### src/rtl/pc_unit.sv
// Program-counter unit: byte-wise PCL/PCH loads, increment, relative branch with page-cross fixup.
// Latency: every command lands in pc_out one enabled cycle later; a page-crossing branch needs one more enabled cycle.
// Backpressure: busy is high during the fixup cycle and the control unit must stall. cpu_en low freezes all state.
//
// Optional feature macro: PC_TRACE_EN (adds a jump-trace ring buffer).
//
// Ports:
//   clk, reset          rising-edge clock, synchronous active-high reset
//   cpu_en              clock enable; all state holds when low
//   wd0, wd1            write data (ALU result, memory read data)
//   pcl_src, pch_src    byte source selects (0 = wd0, 1 = wd1)
//   pcl_write/pch_write byte loads
//   pc_inc              increment the full PC
//   br_take, br_off     relative branch, signed 8-bit offset
//   pc_out              registered PC
//   busy, fix_dir       fixup in progress; direction (1 = PCH decrements)
//   trace_idx/pc/cnt    (PC_TRACE_EN only) trace read index, entry, valid count
module pc_unit #(
  parameter int          ADDR_W      = 16,
  parameter logic [15:0] RESET_PC    = 16'h0000,
  parameter int          TRACE_DEPTH = 4
) (
  input  logic                           clk,
  input  logic                           reset,
  input  logic                           cpu_en,
  input  logic [7:0]                     wd0,
  input  logic [7:0]                     wd1,
  input  logic                           pcl_src,
  input  logic                           pch_src,
  input  logic                           pcl_write,
  input  logic                           pch_write,
  input  logic                           pc_inc,
  input  logic                           br_take,
  input  logic [7:0]                     br_off,
`ifdef PC_TRACE_EN
  input  logic [$clog2(TRACE_DEPTH)-1:0] trace_idx,
  output logic [ADDR_W-1:0]              trace_pc,
  output logic [$clog2(TRACE_DEPTH):0]   trace_cnt,
`endif
  output logic [ADDR_W-1:0]              pc_out,
  output logic                           busy,
  output logic                           fix_dir
);

  localparam int                PCH_W   = ADDR_W - 8;
  localparam logic [ADDR_W-1:0] RST_PC  = RESET_PC[ADDR_W-1:0];
  localparam logic [ADDR_W-1:0] PC_ONE  = {{(ADDR_W-1){1'b0}}, 1'b1};
  localparam logic [PCH_W-1:0]  PCH_ONE = {{(PCH_W-1){1'b0}}, 1'b1};

  typedef enum logic {IDLE, FIXUP} state_t;

  state_t            state_q, state_d;
  logic [ADDR_W-1:0] pc_q, pc_d;
  logic              fix_q, fix_d;
  logic              push;
  logic [8:0]        sum9;
  logic [7:0]        sel_l, sel_h;

  always_ff @(posedge clk) begin
    if (reset) begin
      state_q <= IDLE;
      pc_q    <= RST_PC;
      fix_q   <= 1'b0;
    end else begin
      state_q <= state_d;
      pc_q    <= pc_d;
      fix_q   <= fix_d;
    end
  end

  always_comb begin
    state_d = state_q;
    pc_d    = pc_q;
    fix_d   = fix_q;
    push    = 1'b0;
    sum9    = {1'b0, pc_q[7:0]} + {1'b0, br_off};
    sel_l   = pcl_src ? wd1 : wd0;
    sel_h   = pch_src ? wd1 : wd0;
    if (cpu_en) begin
      case (state_q)
        IDLE: begin
          if (pc_inc) begin
            pc_d = pc_q + PC_ONE;
          end else if (br_take) begin
            pc_d[7:0] = sum9[7:0];
            push      = 1'b1;
            // Carry out of PCL disagreeing with the offset sign means the
            // target lies on the neighbouring page.
            if (sum9[8] ^ br_off[7]) begin
              state_d = FIXUP;
              fix_d   = br_off[7];
            end
          end else begin
            if (pcl_write) pc_d[7:0] = sel_l;
            if (pch_write) pc_d[ADDR_W-1:8] = sel_h[PCH_W-1:0];
            push = pcl_write | pch_write;
          end
        end
        FIXUP: begin
          pc_d[ADDR_W-1:8] = fix_q ? (pc_q[ADDR_W-1:8] - PCH_ONE)
                                   : (pc_q[ADDR_W-1:8] + PCH_ONE);
          state_d = IDLE;
        end
        default: state_d = IDLE;
      endcase
    end
  end

  assign pc_out  = pc_q;
  assign busy    = (state_q == FIXUP);
  assign fix_dir = fix_q;

`ifdef PC_TRACE_EN
  localparam int              TW      = $clog2(TRACE_DEPTH);
  localparam logic [TW:0]     DEPTH_C = (TW+1)'(TRACE_DEPTH);
  localparam logic [TW-1:0]   PTR_ONE = TW'(1);

  logic [ADDR_W-1:0] tbuf [TRACE_DEPTH];
  logic [TW-1:0]     wptr;
  logic [TW:0]       cnt;
  logic [TW-1:0]     rptr;

  always_ff @(posedge clk) begin
    if (reset) begin
      wptr <= '0;
      cnt  <= '0;
    end else if (push) begin
      wptr <= wptr + PTR_ONE;
      if (cnt != DEPTH_C) cnt <= cnt + 1'b1;
    end
  end

  // Storage needs no reset: entries beyond cnt are masked on read.
  always_ff @(posedge clk) begin
    if (!reset && push) tbuf[wptr] <= pc_q;
  end

  // Newest entry sits just behind the write pointer.
  assign rptr      = wptr - PTR_ONE - trace_idx;
  assign trace_pc  = ({1'b0, trace_idx} < cnt) ? tbuf[rptr] : '0;
  assign trace_cnt = cnt;
`endif

endmodule
### config.mk
export PLATFORM = sky130hd
export DESIGN_NAME = pc_unit
export DESIGN_NICKNAME = d
export VERILOG_FILES = /design/src/rtl/pc_unit.sv
export SDC_FILE = /design/constraint.sdc
export NUM_CORES = 1
export LEC_CHECK = 0
export BUFFER_PORTS_ARGS = -buffer_cell sky130_fd_sc_hd__buf_2
export CORE_UTILIZATION = 51
export DETAILED_ROUTE_END_ITERATION = 7
export PLACE_DENSITY = 0.77
export SLEW_MARGIN = 10
export SYNTH_ARGS = -nofsm -noshare
export SYNTH_HDL_FRONTEND = slang
export SYNTH_SLANG_ARGS = --single-unit
export TNS_END_PERCENT = 1
### constraint.sdc
create_clock -name clk -period 2.8 [get_ports clk]
set_input_delay 0.14 -clock clk [delete_from_list [all_inputs] [get_ports clk]]
set_output_delay 0.14 -clock clk [all_outputs]
set_load 0.05 [all_outputs]
## After elaboration in Yosys (flattened, before gate mapping)

Index checks and enable logic that the tools add are counted.

- Output and inout port bits: 18
- Input port bits: 33
- Register bits: 18
- Logic and storage cells: 30

- Equality and inequality tests: 2
- Muxes and demuxes: 13
- Reductions and logical operators: 4
- Add/subtract/negate cells: 4
- Bitwise logic cells: 3

Operators by type and width:

| cell | count |
|---|---|
| 8-bit 2-to-1 mux | 7 |
| 16-bit by 1-bit adder with 16-bit output (second input constant) | 1 |
| 16-bit 2-to-1 mux | 1 |
| 8-bit one-hot mux with 2 select lines | 1 |
| 8-bit by 8-bit adder with 9-bit output | 1 |
| 8-bit by 1-bit adder with 8-bit output (second input constant) | 1 |
| 8-bit by 1-bit subtractor with 8-bit output (second input constant) | 1 |
| 3-bit inequality test (second input constant) | 2 |
| 3-bit AND reduction | 2 |
| 5-bit AND reduction | 1 |
| 1-bit 2-to-1 mux | 3 |
| 3-bit nonzero test | 1 |
| 1-bit NOT | 2 |
| 1-bit one-hot mux with 2 select lines | 1 |
| 1-bit XOR | 1 |

## Depth between registers and ports, before layout

Gate-level depths: netlist of the first run.

- Depth in word-level cells: 6
- Depth in mapped cells: 7
- Depth with buffers taken out: 7

## Worst setup path after synthesis of the first run

OpenSTA, ideal clock, no wires.

- Path type: register to register
- Start point: register pc_q[0], in the netlist pc_out[0]
- End point: register pc_q[4], in the netlist pc_out[4]
- Stages on the path, launching flop included: 8
- Path slack: 0.494 ns
- Arrival: 2.215 ns
- Cells stage by stage: dfxtp_1 -> ha_1 -> fa_1 -> a21o_1 -> a21oi_1 -> nor2_1 -> a2111o_1 -> a311oi_1

- Cells in the longest elaborated chain, start to end: 3

RTL lines:

| what | line | RTL |
|---|---|---|
| start: declaration | 53 | `logic [ADDR_W-1:0] pc_q, pc_d;` |
| start signal: assignment | 66 | `pc_q <= pc_d;` |
| 8-bit by 8-bit adder with 9-bit output | 76 | `sum9 = {1'b0, pc_q[7:0]} + {1'b0, br_off};` |
| 8-bit 2-to-1 mux | 84 | `end else if (br_take) begin` |
| 16-bit 2-to-1 mux (*) | 82 | `if (pc_inc) begin` |

Mark *: on every way between the ends. The rest lies on a longest branch, timed or not.
A chain may end at the register's enable or synchronous reset.

## Worst setup path in the final report of the first run

Same ends and word-level chain as after synthesis.

==> summary.md, run 1 <==
| Metric | Value |
|---|---|
| Footprint of the multi-input gates | ~0.0017 mm² |
| R2r worst-path depth | 7 |
| Max Root-Sink Buffers | 2 |
| Vias in the first global route | approximately 2000 |
| Leak | 1.08 nW |
| Die area | ~0.0044 mm² |
| Setup TNS | 0 ns |
| Critical path class | register to register |
| Port Buffers | 50 |
| Max_cap viols | 0 |
| Worst-Margin Slew | 0.879 ns |
| Starting Density | 53.1% |
| Largest net degree at the start of global routing | 40 |
| Num CTS Buffers | 3 |
| Global-route wire length before repair | 9640 µm |
| Pins Over Slew Limit | 0 |
| Post-route ant nets | 0 |
| Hold WC Path Type | input port to register |
| Post-synth EDFFs | 0 |
| Pre-antenna DRT Iters | 7 |
| Avg WL per Cell | approximately 16 µm |
| Syn_area_per_cell | about 7.5 µm² |
| Global placer's final weighted congestion | 0.881 |
| IO Pins | approximately 50 |
| DIE HEIGHT | between 60 and 70 µm |
| Detailed Route WL | between 6000 and 7000 µm |
| Power Density | between 300 and 400 mW/mm² |
| Synth Cell Area | about 0.0021 mm² |
| Unrepaired setup endpoints after global routing | no |
| Setup crit end | pc_out[4] |
| Largest area contributor in the netlist | dfxtp_1 |
| YS warnings | 0 |
| Filler cells | a little over 400 |
| Relative slew margins | 40.4% |
| Vias | between 2000 and 2500 |
| Reg area | approximately 360 µm² |
| Place WS | roughly 0.61 ns |
| Syn Nets | ~330 |
| Die span in x | ~67 µm |
| Maximum fanout along the worst path | 9 |
| Fmax | 453 MHz |
| CP arrival | roughly 2.4 ns |
| Worst VDD drop | between 0.0002 and 0.00025 V |
| Vias/cell | 6.47 |
| Final worst setup slack | a little under 0.6 ns |
| Status | finished clean |
| Post-CTS Setup Repair Bufs | 0 |
| Clk Latency, worst-skew pair | roughly 0.26 ns |
| Syn Inst Count | ~280 |
| Synth area leaders | dfxtp_1 (17%), ha_1 (8.8%), mux2i_1 (6.6%), a21oi_1 (5.4%), nor2_1 (5.1%) |
| Async S/R FF share, synth | 0% |
| Post-synthesis cell type count | 56 |
| Number of synthesized register bits | 18 |
| Congestion Overflow GR | 0 |
| Main synth FF type | dfxtp_1 |
| DRC | 0 |
| Clock skew | 0.00467 ns |
| Worst Path Required | a little under 3 ns |
| Kind of end point of the critical path | register |
| Area Overhead vs Synth | 14.8% |
| Layout Nets | between 300 and 400 |
| Hold_sp | br_off[7] |
| Clock period minus worst slack | between 2 and 2.5 ns |
| Starting DRT DRC Count | 190 |
| TritonCTS clock tree | built |
| Yosys top cell area share | between 15 and 20% |
| Setup crit start | pc_out[0] |
| CTS root buffer | clkbuf_8 |
| # diodes | 0 |
| Share of cells above drive strength 1 | about a fifth |
| Sequential fraction of the synthesis area | between 10% and 20% |
| Core area | around 0.004 mm² |
| Dpl hpwl | 4620 µm |
| Cts repair resizes | 0 |
| Hold Path Depth | 3 |
| Final period utilization | 78.8% |
| Final number of setup-violating endpoints | 0 |
| H-tree Lvls | 1 |
| Reg2Reg Capture Point | pc_out[4] |
| Post-CTS Hold Buffers | 0 |
| Flop-to-flop setup slack | between 0.5 and 0.6 ns |
| GRT Overall Usage | ~29% |
| Final Hold Violating Endpoints | 0 |
| Reg-to-reg startpoint | pc_out[0] |
| Num rows | 23 |
| Initial antenna violation count | 0 |
| Clock transition at the registers of the reported paths | roughly 0.080 ns |
| Startpoint Class | register |
| Num Clock Sinks | 18 |
## synth_stat cells, types with 6 or more instances
| master | instances |
|---|---|
| clkbuf_1 | 9 |
| nor2b_1 | 11 |
| a21oi_1 | 23 |
| ha_1 | 15 |
| nand2_1 | 18 |
| a211oi_1 | 9 |
| o22ai_1 | 6 |
| dfxtp_1 | 18 |
| nand3_1 | 8 |
| o21ai_0 | 18 |
| inv_1 | 10 |
| a311oi_1 | 6 |
| nor2_1 | 29 |
| xnor2_1 | 7 |
| mux2i_1 | 14 |
| nand4_1 | 7 |
## stage by stage
step / utilization (%) / instance area [µm²] / total power, mW / cells / hold slack [ns]
finish: 60.9 / 2440 / 0.954 / 372 / 0.225
detailed placement: 59.6 / 2380 / 0.722 / 368 / 0.510
floorplan: - / 2120 / 0.618 / 282 / 0.342
CTS: 60.9 / 2440 / 0.945 / 372 / 0.234
global placement: 59.6 / 2380 / 0.714 / 368 / 0.494
global route: 60.9 / 2440 / 1.00 / 372 / 0.260
## registers in the layout, summed over array words and instances (netlist names)
signal,flops
busy,1
pc_out,16
fix_dir,1
## layer usage
layer	vias to the layer above	track usage (%)	share of wire, %
met5	-	0	0
met4	0	5.32	1.2
met3	10	2.57	6.9
met2	114	45.5	45
met1	1128	41.9	47
li1	1154	-	-
## logic make-up after synthesis
| logic type | Yosys count | synth area share [%] |
|---|---|---|
| xor+xnor | 11 | 4.54 |
| fa+ha+maj | 17 | 10.7 |
| mux | 15 | 7.13 |
| compound gates | 89 | 28.1 |
| flops | 18 | 17.0 |
| simple gates | 107 | 27.9 |
| buf+inv | 25 | 4.66 |
## worst min path at each step
stage	end	slack (ns)
final	busy	0.23
after floorplan	busy	0.34
after detailed placement	busy	0.51
after CTS	busy	0.23
after global placement	busy	0.49
after global routing	busy	0.26
## power breakdown
group          internal (mW)  switching (mW)  leakage, nW
Sequential             0.276          0.0449        0.148
Combinational          0.151           0.253        0.908
Clock                  0.125           0.105       0.0288
## critical path: stages (launching register included)
cell	delay, ns
dfxtp_1	0.40
ha_1	0.26
fa_1	0.41
a21o_1	0.20
a21oi_1	0.18
nor2_1	0.07
a2111o_1	0.37
a311oi_1	0.24
## final cells by class
cell class	instances	area share (%)
tap	50	2.57
multi-input combinational	239	68.3
sequential	18	14.8
clock buffer	4	2.26
timing repair buffer	51	10.6
inverter	10	1.54
## cell usage in the layout (no fill, tap or decap), types with 6 or more instances in the layout
| master | count |
|---|---|
| a211oi_1 | 9 |
| a21oi_1 | 23 |
| a311oi_1 | 6 |
| buf_2 | 50 |
| dfxtp_1 | 18 |
| ha_1 | 15 |
| inv_1 | 10 |
| mux2i_1 | 14 |
| nand2_1 | 18 |
| nand3_1 | 8 |
| nand4_1 | 7 |
| nor2_1 | 29 |
| nor2b_1 | 11 |
| o21ai_0 | 18 |
| o22ai_1 | 6 |
| xnor2_1 | 7 |
Power figures use the tool's default switching activity.
==> run 2, diff against run 1 <==
==> constraint.sdc (replaced) <==
create_clock -name clk -period 2.3 [get_ports clk]
set_input_delay 0.115 -clock clk [delete_from_list [all_inputs] [get_ports clk]]
set_output_delay 0.115 -clock clk [all_outputs]
set_load 0.05 [all_outputs]
==> run 2 against run 1 <==
Effect of this change: combinational power rose by 29%; sequential share of layout area fell by 0.31 points; via count rose by 0.12%; highest routed layer unchanged; total power up 23%; global-route usage rose by 0.24 points.
==> summary.md, run 2 (synthesized netlist as in run 1, its figures left out) <==
| Metric | Value |
|---|---|
| Clock skew | 0.00771 ns (+0.00305 ns) |
| Pre-antenna DRT Iters | 5 (-2) |
| Area Overhead vs Synth | 17.7% |
| Cts repair resizes | 0 (unchanged) |
| Leading cell type in the layout, fill and taps excluded | buf_2 |
| Power Density | 470 mW/mm² (+20%) |
| Post-CTS Hold Buffers | 0 (unchanged) |
| Core area | 0.00400 mm² (unchanged) |
| H-tree Lvls | 1 (unchanged) |
| Num rows | 23 (unchanged) |
| Max_cap viols | 0 (unchanged) |
| Congestion Overflow GR | 0 (unchanged) |
| # diodes | 0 (unchanged) |
| Vias in the first global route | 2040 (+3.9%) |
| Worst-Margin Slew | 0.519 ns (-0.360 ns) |
| Port Buffers | 50 (unchanged) |
| Kind of end point of the critical path | register |
| Clock transition at the registers of the reported paths | 0.08 ns (about the same) |
| Share of cells above drive strength 1 | 22.7% (+2.2 points) |
| GRT Overall Usage | 28.9% (+0.24 points) |
| DIE HEIGHT | 66.5 µm (unchanged) |
| Clock period minus worst slack | 2.13 ns (-0.0790 ns) |
| Die span in x | 66.5 µm (unchanged) |
| Global-route wire length before repair | 9720 µm (+0.86%) |
| Max Root-Sink Buffers | 2 (unchanged) |
| Clk Latency, worst-skew pair | 0.26 ns (about the same) |
| Largest register FFs | 16 (unchanged) |
| Critical path class | register to register |
| Metal-1 WL | 2890 µm (+0.24%) |
| Setup TNS | 0 ns (unchanged) |
| Startpoint Class | register |
| CTS root buffer | clkbuf_8 |
| Num CTS Buffers | 3 (unchanged) |
| Maximum fanout along the worst path | 3 (-6) |
| DRC | 0 (unchanged) |
| Starting Density | 53.1% (unchanged) |
| Detailed Route WL | 6170 µm (+0.82%) |
| Hold WC Path Type | input port to register |
| Fmax | 470 MHz (+3.7%) |
| Finished Layout Cells | 380 (+2.2%) |
| Post-CTS Setup Repair Bufs | 0 (unchanged) |
| Post-route ant nets | 0 (unchanged) |
| Num Clock Sinks | 18 (unchanged) |
| Pins Over Slew Limit | 0 (unchanged) |
| Worst Path Required | 2.47 ns (-0.51 ns) |
| Vias | 2409 (+0.12%) |
| Largest net degree at the start of global routing | 25 (-38%) |
| Starting DRT DRC Count | 209 (+10%) |
| Final Hold Violating Endpoints | 0 (unchanged) |
| TritonCTS clock tree | built |
| Global placer's final weighted congestion | 0.913 (+3.6%) |
| Placed cell count | 376 (+2.2%) |
| Final number of setup-violating endpoints | 0 (unchanged) |
| Dpl hpwl | 4850 µm (+4.9%) |
| Layout Nets | 381 (+2.1%) |
| Avg WL per Cell | 16.2 µm (-1.3%) |
| Final period utilization | 92.6% (+14 points) |
| Met3 WL | 369 µm (-13%) |
| Met2 wire len | 2760 µm (+1.0%) |
| Unrepaired setup endpoints after global routing | no |
| Relative slew margins | 65.1% (+25 points) |
| Initial antenna violation count | 0 (unchanged) |
| Leak | 1.13 nW (+3.8%) |
| IO Pins | 51 (unchanged) |
| Commonest cells after routing, fill and taps aside | buf_2 (50), nor2_1 (29), a21oi_1 (23) |
| Status | finished clean |
| Vias/cell | 6.34 (-2.0%) |
| CP arrival | 2.29 ns (-0.10 ns) |
| Worst VDD drop | 0.000228 V (+14%) |
| Top routing layer in use | met4 |
| Die area | 0.00443 mm² (unchanged) |
==> run 2: layout make-up <==
class                      count  area [µm²]
clock buffer                   4        55.1
fill                         383        1500
inverter                      10        37.5
multi-input combinational    239        1660
sequential                    18         362
tap                           50        62.6
timing repair buffer          59         318
==> run 2: stage by stage <==
stage | instance area, µm² | hold slack [ns] | utilization (%) | power (mW) | setup WS (ns)
final | 2500 | 0.204 | 62.5 | 1.17 | 0.171
after global routing | 2500 | 0.232 | 62.5 | 1.24 | 0.0713
after CTS | 2500 | 0.211 | 62.5 | 1.17 | 0.204
after detailed placement | 2440 | 0.486 | 61.1 | 0.900 | 0.220
after global placement | 2440 | 0.474 | 61.1 | 0.893 | 0.285
after floorplan | 2120 | 0.317 | - | 0.752 | 0.0521
==> run 2: worst max-delay path: stages (launching register included) <==
cell	delay, ns
dfxtp_2	0.32
ha_1	0.21
fa_1	0.41
a21o_1	0.20
a311oi_1	0.38
nor3_1	0.10
nand4b_1	0.20
a311oi_1	0.23
==> run 2: worst paths after layout <==
kind / startpoint / end / slack (ns) / depth (start not counted)
setup / recovery: pc_out[0] / pc_out[6] / 0.17 / 7
hold reg to reg: pc_out[15] / pc_out[15] / 0.55 / 2
hold / removal: br_off[7] / busy / 0.20 / 3
setup reg to reg: pc_out[0] / pc_out[6] / 0.17 / 7
==> run 2: power breakdown <==
part	internal [mW]	leakage [nW]	switching [mW]
clock	0.152	0.0288	0.119
combinational	0.196	0.949	0.327
sequential	0.336	0.148	0.0427
==> run 2: metal layers <==
layer / up-vias / track usage, %
li1: 1171 / -
met1: 1117 / 40.5
met2: 105 / 46.0
met3: 16 / 2.57
met4: 0 / 9.57
met5: - / 0
